===== src/rtl/mem_arbiter_if.sv =====
// mem_arbiter_if: request/acknowledge bus between the arbiter and the unified memory
interface mem_arbiter_if #(parameter int XLEN = 32);
  logic            mem_req;
  logic            mem_we;
  logic [XLEN-1:0] mem_addr;
  logic [XLEN-1:0] mem_wdata;
  logic [3:0]      mem_be;
  logic            mem_ack;
  logic [XLEN-1:0] mem_rdata;
  modport master (output mem_req, mem_we, mem_addr, mem_wdata, mem_be, input mem_ack, mem_rdata);
  modport slave (input mem_req, mem_we, mem_addr, mem_wdata, mem_be, output mem_ack, mem_rdata);
endinterface


===== src/rtl/mem_arbiter.sv =====
// mem_arbiter: shares one memory port between fetch and data stages with fair alternation
module mem_arbiter #(parameter int XLEN = 32) (
  input  logic            clk,
  input  logic            rst,
  input  logic            if_req,
  input  logic [XLEN-1:0] if_addr,
  input  logic            if_flush,
  output logic [31:0]     if_rdata,
  output logic            if_ready,
  input  logic            d_req,
  input  logic            d_we,
  input  logic [XLEN-1:0] d_addr,
  input  logic [XLEN-1:0] d_wdata,
  input  logic [3:0]      d_be,
  output logic [XLEN-1:0] d_rdata,
  output logic            d_ready,
  output logic            stall_f,
  output logic            stall_m,
  mem_arbiter_if.master   mem
);
  typedef enum logic [1:0] {IDLE, IF_BUSY, D_BUSY} state_t;
  state_t state_q, state_d;
  logic last_d, discard, grant_f, grant_d, done, if_done, d_done, if_deliver;
  // a requester whose ready pulses this cycle is finishing, so it must not be re-issued
  wire if_elig = if_req && !if_ready && !if_flush;
  wire d_elig = d_req && !d_ready;
  assign stall_f = if_req && !if_ready;
  assign stall_m = d_req && !d_ready;
  assign if_done = done && state_q == IF_BUSY;
  assign d_done = done && state_q == D_BUSY;
  assign if_deliver = if_done && !discard && !if_flush;
  // state register
  always_ff @(posedge clk) begin
    if (rst) state_q <= IDLE;
    else state_q <= state_d;
  end
  // grant decision and next state; last_d hands the tie to fetch after a data grant
  always_comb begin
    grant_d = state_q == IDLE && d_elig && (!if_elig || !last_d);
    grant_f = state_q == IDLE && if_elig && !grant_d;
    done = state_q != IDLE && mem.mem_ack;
    state_d = grant_d ? D_BUSY : grant_f ? IF_BUSY : done ? IDLE : state_q;
  end
  // registered bus fields, ready pulses and returned data
  always_ff @(posedge clk) begin
    if (rst) begin
      mem.mem_req <= 1'b0;
      mem.mem_we <= 1'b0;
      mem.mem_addr <= '0;
      mem.mem_wdata <= '0;
      mem.mem_be <= 4'h0;
      if_ready <= 1'b0;
      d_ready <= 1'b0;
      if_rdata <= '0;
      d_rdata <= '0;
      discard <= 1'b0;
      last_d <= 1'b0;
    end else begin
      if_ready <= if_deliver;
      d_ready <= d_done;
      if (grant_f || grant_d) begin
        mem.mem_req <= 1'b1;
        mem.mem_we <= grant_d && d_we;
        mem.mem_addr <= grant_d ? d_addr : if_addr;
        mem.mem_be <= grant_d ? d_be : 4'hF;
        last_d <= grant_d;
      end
      if (grant_d) mem.mem_wdata <= d_wdata;
      if (done) begin
        mem.mem_req <= 1'b0;
        mem.mem_we <= 1'b0;
      end
      if (state_q == IF_BUSY) discard <= !done && (discard || if_flush);
      if (if_deliver) if_rdata <= mem.mem_rdata[31:0];
      if (d_done) d_rdata <= mem.mem_rdata;
    end
  end
endmodule


===== src/flat_wrapper.sv =====
// flat-port wrapper written by rule: the top's interface ports become plain ports
module mem_arbiter_flat 
#(parameter int XLEN = 32)
  (clk, rst, if_req, if_addr, if_flush, if_rdata, if_ready, d_req, d_we, d_addr, d_wdata, d_be, d_rdata, d_ready, stall_f, stall_m, mem_mem_req, mem_mem_we, mem_mem_addr, mem_mem_wdata, mem_mem_be, mem_mem_ack, mem_mem_rdata);
  mem_arbiter_if #(.XLEN(XLEN)) mem_i ();
  input  logic clk;
  input  logic rst;
  input  logic if_req;
  input  logic [XLEN-1:0] if_addr;
  input  logic if_flush;
  output logic [31:0] if_rdata;
  output logic if_ready;
  input  logic d_req;
  input  logic d_we;
  input  logic [XLEN-1:0] d_addr;
  input  logic [XLEN-1:0] d_wdata;
  input  logic [3:0] d_be;
  output logic [XLEN-1:0] d_rdata;
  output logic d_ready;
  output logic stall_f;
  output logic stall_m;
  output wire logic [$bits(mem_i.mem_req)-1:0] mem_mem_req;
  output wire logic [$bits(mem_i.mem_we)-1:0] mem_mem_we;
  output wire logic [$bits(mem_i.mem_addr)-1:0] mem_mem_addr;
  output wire logic [$bits(mem_i.mem_wdata)-1:0] mem_mem_wdata;
  output wire logic [$bits(mem_i.mem_be)-1:0] mem_mem_be;
  input wire logic [$bits(mem_i.mem_ack)-1:0] mem_mem_ack;
  input wire logic [$bits(mem_i.mem_rdata)-1:0] mem_mem_rdata;
  assign mem_mem_req = mem_i.mem_req;
  assign mem_mem_we = mem_i.mem_we;
  assign mem_mem_addr = mem_i.mem_addr;
  assign mem_mem_wdata = mem_i.mem_wdata;
  assign mem_mem_be = mem_i.mem_be;
  assign mem_i.mem_ack = mem_mem_ack;
  assign mem_i.mem_rdata = mem_mem_rdata;
  mem_arbiter #(.XLEN(XLEN)) u_core (.clk(clk), .rst(rst), .if_req(if_req), .if_addr(if_addr), .if_flush(if_flush), .if_rdata(if_rdata), .if_ready(if_ready), .d_req(d_req), .d_we(d_we), .d_addr(d_addr), .d_wdata(d_wdata), .d_be(d_be), .d_rdata(d_rdata), .d_ready(d_ready), .stall_f(stall_f), .stall_m(stall_m), .mem(mem_i));
endmodule

===== config.mk =====
export PLATFORM = sky130hd
export DESIGN_NAME = mem_arbiter_flat
export DESIGN_NICKNAME = d
export VERILOG_FILES = /design/src/rtl/mem_arbiter_if.sv /design/src/rtl/mem_arbiter.sv /design/src/flat_wrapper.sv
export SDC_FILE = /design/constraint.sdc
export NUM_CORES = 1
export LEC_CHECK = 0
export BUFFER_PORTS_ARGS = -buffer_cell sky130_fd_sc_hd__clkbuf_2
export CORE_AREA = 8 8 141 143
export DETAILED_ROUTE_END_ITERATION = 10
export DIE_AREA = 0 0 149 151
export SLEW_MARGIN = 20
export SYNTH_ARGS = -nofsm -noshare
export SYNTH_HDL_FRONTEND = slang
export SYNTH_SLANG_ARGS = --single-unit
export TNS_END_PERCENT = 20

===== constraint.sdc =====
create_clock -name clk -period 4.97 [get_ports clk]
set_clock_uncertainty 0.2 [all_clocks]
set_input_delay 0.497 -clock clk [delete_from_list [all_inputs] [get_ports clk]]
set_output_delay 0.497 -clock clk [all_outputs]
set_load 0.03 [all_outputs]

==> impl_metrics.json, run 1 <==
{
  "min_to": "u_core.mem.mem_wdata[28]",
  "fmax_mhz": 405.7,
  "ys_seq_area_share_pct": 54.21,
  "cts_resized": 0,
  "finalCritPeriodShare_pct": 49.59,
  "power.density_nw_per_um2": 413.0,
  "postCtsHoldBufs": 0,
  "start_util_pct": 29.28,
  "synthXorXnorAreaFrac_pct": 0,
  "cp_data_arrival_time_ns": 2.58,
  "clockBufferDepth": 2,
  "buffer_ports.inserted": 276,
  "fin_worst_hold_slack_ns": 0.1042,
  "hold_violations": 0,
  "finalSetupViolCount": 0,
  "place.gp.congestion": 0.8049,
  "fin_nets": 1044,
  "timing.rr.start": "u_core.state_q[0]",
  "drt_first_iter_violations": 218,
  "die_w_um": 149,
  "final.fill_count": 1888,
  "critical_path.startpoint_type": "flop",
  "dpl_worst_slack_ns": 2.445,
  "ys_types": 26,
  "crit_type": "reg -> reg",
  "grt_pass1_vias": 5416,
  "clockPowerShare_pct": 41.6,
  "dieArea_um2": 22500,
  "r2r_cells": 5,
  "cts_tree": "yes",
  "p_sw_mw": 0.8708,
  "synth_top_family_by_area": "simple AND/OR/NAND/NOR gates",
  "power_frac_comb_pct": 17.1,
  "syn2layout_area_growth_pct": 40.13,
  "antenna_found_initial": 0,
  "cts-root-buf": "clkbuf_16",
  "via_count": 5266,
  "wl_mm": 18.13,
  "r2r_setup_slack_ns": 2.51,
  "final_cell_mix": "clkbuf_2 (275), nand2_1 (224), dfxtp_1 (140)",
  "critPathCaptureType": "flop",
  "power.internal_mw": 2.121,
  "grt_pass1_wl_mm": 28.54,
  "ant_nets": 0,
  "final_common_cell": "clkbuf_2",
  "dpl.hpwl_mm": 13.10,
  "via_per_inst": 4.591,
  "numCtsBuffers": 17,
  "rsz0062_at_grt": "false",
  "max_cap_viol_count": 0,
  "seqPwrFrac_pct": 41.2,
  "hold_path_class": "in -> reg",
  "synth.area.mux_share_pct": 0,
  "cts.sinks": 140,
  "worstPathRequired_ns": 5.09,
  "num_antenna_cells": 0,
  "cts_setup_buffers": 0,
  "fin_crit_ns": 2.465,
  "synth_compound_area_share_pct": 18.30,
  "maxSlewHeadroom_pct": 50.70,
  "fp-row-count": 49,
  "status": "complete, no violations",
  "overflow": 0,
  "ys_ff_latch": 140,
  "fin_tns_setup_ns": 0,
  "place_area_um2": 6665,
  "reg2reg_to": "u_core.mem.mem_addr[5]",
  "drive_gt1_share_pct": 35.08,
  "synthAdderAreaFrac_pct": 0,
  "htreeDepth": 4,
  "die_h_um": 151,
  "clk_pin_slew_ns": 0.06,
  "firstDrtPassIters": 4,
  "worst_slew_pin_slew_ns": 0.7396,
  "wl_per_cell_um": 15.81,
  "synth_cells": 653,
  "peakVddDrop_v": 0.0003026,
  "insertion_delay_ns": 0.41,
  "globalRouteTotalUtil_pct": 15.92,
  "syn_avg_cell_area_um2": 7.917,
  "final_cell_area_um2": 7244,
  "holdPathStages": 3,
  "drc_errors": 0,
  "syn_area_um2": 5170,
  "p_leak_nw": 3.282,
  "synth_nets": 792,
  "cp_max_fo": 40,
  "grt_start_max_net_pins": 70,
  "drv_slew": 0,
  "io_pins": 277,
  "core_area_um2": 17660,
  "yosysWarnings": 0,
  "min_from": "d_wdata[28]",
  "power_switching_share_pct": 29.11,
  "final.setup.worst_slack_ns": 2.505,
  "synthSimpleGateAreaFrac_pct": 22.22
}
[cell usage after synthesis]
master,instances,area (µm²)
or2_2,1,6.260
nand2b_1,1,6.260
clkbuf_1,27,101.4
nand3b_1,2,15.01
a211oi_1,34,255.2
a311oi_1,1,8.760
and2_1,1,6.260
dfxtp_1,140,2803
o21a_1,1,7.510
o21ai_1,1,5.000
buf_2,17,85.08
a31oi_1,1,6.260
buf_4,5,37.54
a21oi_1,131,655.6
nor3b_1,1,7.510
nor2b_1,3,18.77
or3_1,1,6.260
a22oi_1,1,7.510
nor2_1,45,168.9
inv_1,1,3.750
nor3b_2,1,12.51
nor4b_2,1,15.01
nand2_1,225,844.6
buf_6,4,45.04
nor3_1,6,30.03
nand4bb_1,1,11.26
[routing by layer]
metal / wire length [µm] / vias to the layer above / GRT usage, %
met5: 0 / - / 0
met4: 124 / 0 / 4.089
met3: 2264 / 8 / 8.455
met2: 8400 / 211 / 26.36
met1: 7343 / 2395 / 17.60
li1: - / 2652 / -
[registers in the layout, indices dropped and copies added (netlist names)]
register,cells
u_core.d_rdata,32
u_core.if_rdata,32
u_core.mem.mem_addr,32
u_core.mem.mem_wdata,32
u_core.mem.mem_be,4
u_core.state_q,2
u_core.d_ready,1
u_core.discard,1
u_core.if_ready,1
u_core.last_d,1
u_core.mem.mem_req,1
u_core.mem.mem_we,1
[power groups by stage]
stage | registers [mW] | clock network [mW] | logic, mW
3_3_place_gp | 1.26 | 0 | 0.518
2_1_floorplan | 1.39 | 0 | 0.204
3_5_place_dp | 1.26 | 0 | 0.518
4_1_cts | 1.23 | 1.29 | 0.520
5_1_grt | 1.24 | 1.34 | 0.560
6_report | 1.23 | 1.25 | 0.513
[cell type report]
cell class / count / area (µm²) / share of cell area, %
Multi-Input combinational cell: 459 / 2113 / 29.17
Inverter: 1 / 3.754 / 0.05181
Tap cell: 229 / 286.5 / 3.955
Timing Repair Buffer: 286 / 1459 / 20.14
Sequential cell: 140 / 2803 / 38.69
Clock buffer: 22 / 464.2 / 6.408
Clock inverter: 10 / 115.1 / 1.589
[worst max path at each step]
stage                                    to               from  slack (ns)  depth (start not counted)
floorplan           u_core.mem.mem_addr[10]              d_req        2.91                          6
global placement     u_core.mem.mem_addr[3]              d_req        2.47                          6
detailed placement   u_core.mem.mem_addr[5]              d_req        2.45                          6
CTS                 u_core.mem.mem_addr[31]  u_core.state_q[0]        2.51                          5
global route         u_core.mem.mem_addr[5]  u_core.state_q[0]        2.28                          5
finish               u_core.mem.mem_addr[5]  u_core.state_q[0]        2.51                          5
[cell families (layout without fill, tap and decap cells)]
| logic type | count (synthesis) | in the layout |
|---|---|---|
| flip-flops | 140 | 140 |
| buffers and inverters | 54 | 319 |
| AND/OR/NAND/NOR | 289 | 289 |
| AO/OA/AOI/OAI | 170 | 170 |
[worst max-delay path, cell delays in order, from the launching register on]
cell and delay (ns):
dfxtp_1 0.40, nor4b_2 0.34, and2_2 0.56, buf_4 0.48, a21oi_1 0.12, a211oi_1 0.24
[stage by stage]
step	instances	util, %	total power [mW]
floorplan	653	-	1.596
global placement	1115	37.75	1.773
detailed placement	1115	37.75	1.777
CTS	1147	41.03	3.041
global route	1147	41.03	3.144
finish	1147	41.03	2.992
No activity file was read; power rests on OpenSTA's default activity.
==> run 2: changes to the inputs <==
ABC_AREA = 1   (was unset)
CORE_AREA = 8 8 146 148   (was 8 8 141 143)
DIE_AREA = 0 0 154 156   (was 0 0 149 151)
clock period = 2.55 ns   (was 4.97 ns; I/O delays follow)
==> run 2 against run 1 <==
  * Hold slack got worse by 0.011 ns
  * Sequential power increased by 99%
  * Highest routed layer unchanged
  * Sequential share of layout area decreased by 7.7 points
  * Die area increased by 6.8%
  * Register-to-register slack got worse by 2.3 ns
  * Flip-flop and latch count unchanged
  * Global-route usage increased by 0.91 points
  * Core utilization increased by 6.3 points
  * Cell count increased by 22%
  * Clock power increased by 93%
==> impl_metrics.json, run 2 <==
{
  "status": "complete, no violations",
  "fmax_mhz": 434.6,
  "synth_ff_type": "dfxtp_1",
  "synth_edf_count": 0,
  "dieArea_um2": 24020,
  "drc_errors": 0,
  "synth_top_area_cell": "dfxtp_1",
  "power.density_nw_per_um2": 694.0,
  "maxSlewHeadroom_pct": 55.64,
  "max_cap_viol_count": 0,
  "syn2layout_area_growth_pct": 60.94,
  "fp-row-count": 51,
  "finalCritPeriodShare_pct": 90.23,
  "p_leak_nw": 4.290,
  "p_sw_mw": 1.879,
  "die_w_um": 154,
  "place_area_um2": 7106,
  "power_switching_share_pct": 29.96,
  "postLayoutCoreUtil_pct": 47.37,
  "fin_nets": 1287,
  "drive_gt1_share_pct": 28.30,
  "antenna_found_initial": 1,
  "yosysWarnings": 0,
  "final_common_cell": "clkbuf_2",
  "final_cell_count_no_fill": 1398,
  "hold_path_class": "in -> reg",
  "peakVddDrop_v": 0.0003459,
  "synth_nets": 903,
  "synth_common_cells": "nor2_1 (141), dfxtp_1 (140), a21oi_1 (101), o21ai_0 (98), inv_1 (72)",
  "insertion_delay_ns": 0.41,
  "cp_max_fo": 65,
  "cts.sinks": 140,
  "syn_avg_cell_area_um2": 7.350,
  "via_count": 6403,
  "core_area_um2": 19080,
  "finalPower_mw": 6.272,
  "yosys.area.top_type_share_pct": 49.91,
  "globalRouteTotalUtil_pct": 16.83,
  "die_h_um": 156,
  "via_per_inst": 4.580,
  "power.internal_mw": 4.393,
  "cts_tree": "yes",
  "seqPwrFrac_pct": 39.0,
  "ant_nets": 0,
  "grt_start_max_net_pins": 70,
  "syn_area_um2": 5615,
  "critPathCaptureType": "flop",
  "place.gp.congestion": 0.7847,
  "critical_path.startpoint_type": "flop",
  "rsz0062_at_grt": "false",
  "synth_cells": 764,
  "finalSetupViolCount": 0,
  "placed_cells": 1232,
  "synth_top_cells_by_area": "dfxtp_1 (50%), nor2_1 (9.4%), a21oi_1 (9.0%)",
  "drt_first_iter_violations": 315,
  "io_pins": 277,
  "cts-root-buf": "clkbuf_16",
  "final_cell_area_um2": 9037,
  "drv_slew": 0,
  "clockBufferDepth": 2,
  "grt_pass1_wl_mm": 32.88,
  "yosysMostFrequentCell": "nor2_1",
  "clk_pin_slew_ns": 0.06,
  "worstPathRequired_ns": 2.65,
  "grt_pass1_vias": 6475,
  "async_flop_share_pct": 0,
  "crit_type": "reg -> reg",
  "clockPowerShare_pct": 38.5,
  "ys_seq_area_share_pct": 49.91,
  "htreeDepth": 4,
  "fin_tns_setup_ns": 0,
  "overflow": 0,
  "cp_data_arrival_time_ns": 2.40,
  "hold_violations": 0,
  "final.fill_count": 1885,
  "start_util_pct": 29.43,
  "wl_mm": 20.50,
  "worst_slew_pin_slew_ns": 0.6654,
  "fin_crit_ns": 2.301,
  "buffer_ports.inserted": 276,
  "ys_ff_latch": 140,
  "power_frac_comb_pct": 22.5,
  "dpl.hpwl_mm": 13.47,
  "ys_types": 21,
  "final_cell_mix": "clkbuf_2 (276), nor2_1 (140), dfxtp_1 (140)",
  "numCtsBuffers": 17,
  "wl_per_cell_um": 14.66,
  "firstDrtPassIters": 4
}
## run 2: changes by cell type in the layout (fill, tap and decap cells not counted), sizes merged, moves of 69 or more
cell	delta
inv	+75
nor2	+97
nand2	-153
o21ai	+100
dlygate4sd3	+135
nand3	+69
## run 2: repair_timing
action,in CTS,in global routing
endpoints found under the hold margin,135,0
setup buffers,0,0
resized for setup,0,1
setup endpoints to repair,0,26
hold buffers,135,0
## run 2: critical path: stages, from the launching register on
cell and delay, ns:
dfxtp_1 0.34, inv_2 0.11, nand2_2 0.09, nor2_4 0.11, buf_6 0.38, a21oi_1 0.13
nor2_1 0.14, dlygate4sd3_1 0.58, nor2_1 0.04
## run 2: cell type report
| type | count | area [µm²] | share of cell area [%] |
|---|---|---|---|
| clock buffer | 21 | 460.4 | 5.095 |
| tap | 238 | 297.8 | 3.295 |
| multi-input combinational | 489 | 2216 | 24.52 |
| sequential | 140 | 2803 | 31.01 |
| inverter | 76 | 285.3 | 3.157 |
| clock inverter | 9 | 113.9 | 1.260 |
| antenna | 1 | 2.502 | 0.02769 |
| timing repair buffer | 424 | 2859 | 31.64 |
## run 2: worst paths after layout
| kind | startpoint | to | slack (ns) | cells after the start |
|---|---|---|---|---|
| worst max-delay path | u_core.state_q[0] | u_core.mem.mem_addr[29] | 0.25 | 8 |
| worst min-delay path | if_flush | u_core.state_q[0] | 0.09 | 4 |
| worst max register to register | u_core.state_q[0] | u_core.mem.mem_addr[29] | 0.25 | 8 |
| worst min register to register | u_core.d_rdata[4] | u_core.d_rdata[4] | 0.24 | 2 |
## run 2: power by group through the flow
stage / combinational (mW) / clock [mW] / sequential (mW)
detailed placement: 1.18 / 0 / 2.50
CTS: 1.41 / 2.50 / 2.45
global placement: 1.18 / 0 / 2.49
floorplan: 0.476 / 0 / 2.81
finish: 1.41 / 2.41 / 2.45
global route: 1.54 / 2.60 / 2.47
## run 2: per-stage QoR
stage	worst slack (ns)	hold WS, ns
final	0.2490	0.09278
after global routing	0.07343	0.08671
after CTS	0.1373	0.06690
after detailed placement	0.6634	0.2351
after global placement	0.6778	0.2300
after floorplan	0.5143	0.1899
## run 2: layer usage
layer  routed length (µm)  vias to the layer above  part of all wire, %  global-route usage, %
met1                 8412                     2901                   41                  18.13
met3                 1253                       51                  6.1                  4.986
met2                 9926                      210                   48                  28.66
met4                  902                        0                  4.4                  10.55
li1                     -                     3241                    -                      -
met5                    0                        -                    0                      0
## run 2: cell families (layout without fill, tap and decap cells)
kind of cell | count (synthesis) | count (layout) | share of synthesized area, %
flip-flops | 140 | 140 | 49.91
other | 0 | 1 | 0
buffers and inverters | 135 | 530 | 10.76
AO/OA/AOI/OAI | 203 | 203 | 18.14
AND/OR/NAND/NOR | 286 | 286 | 21.19
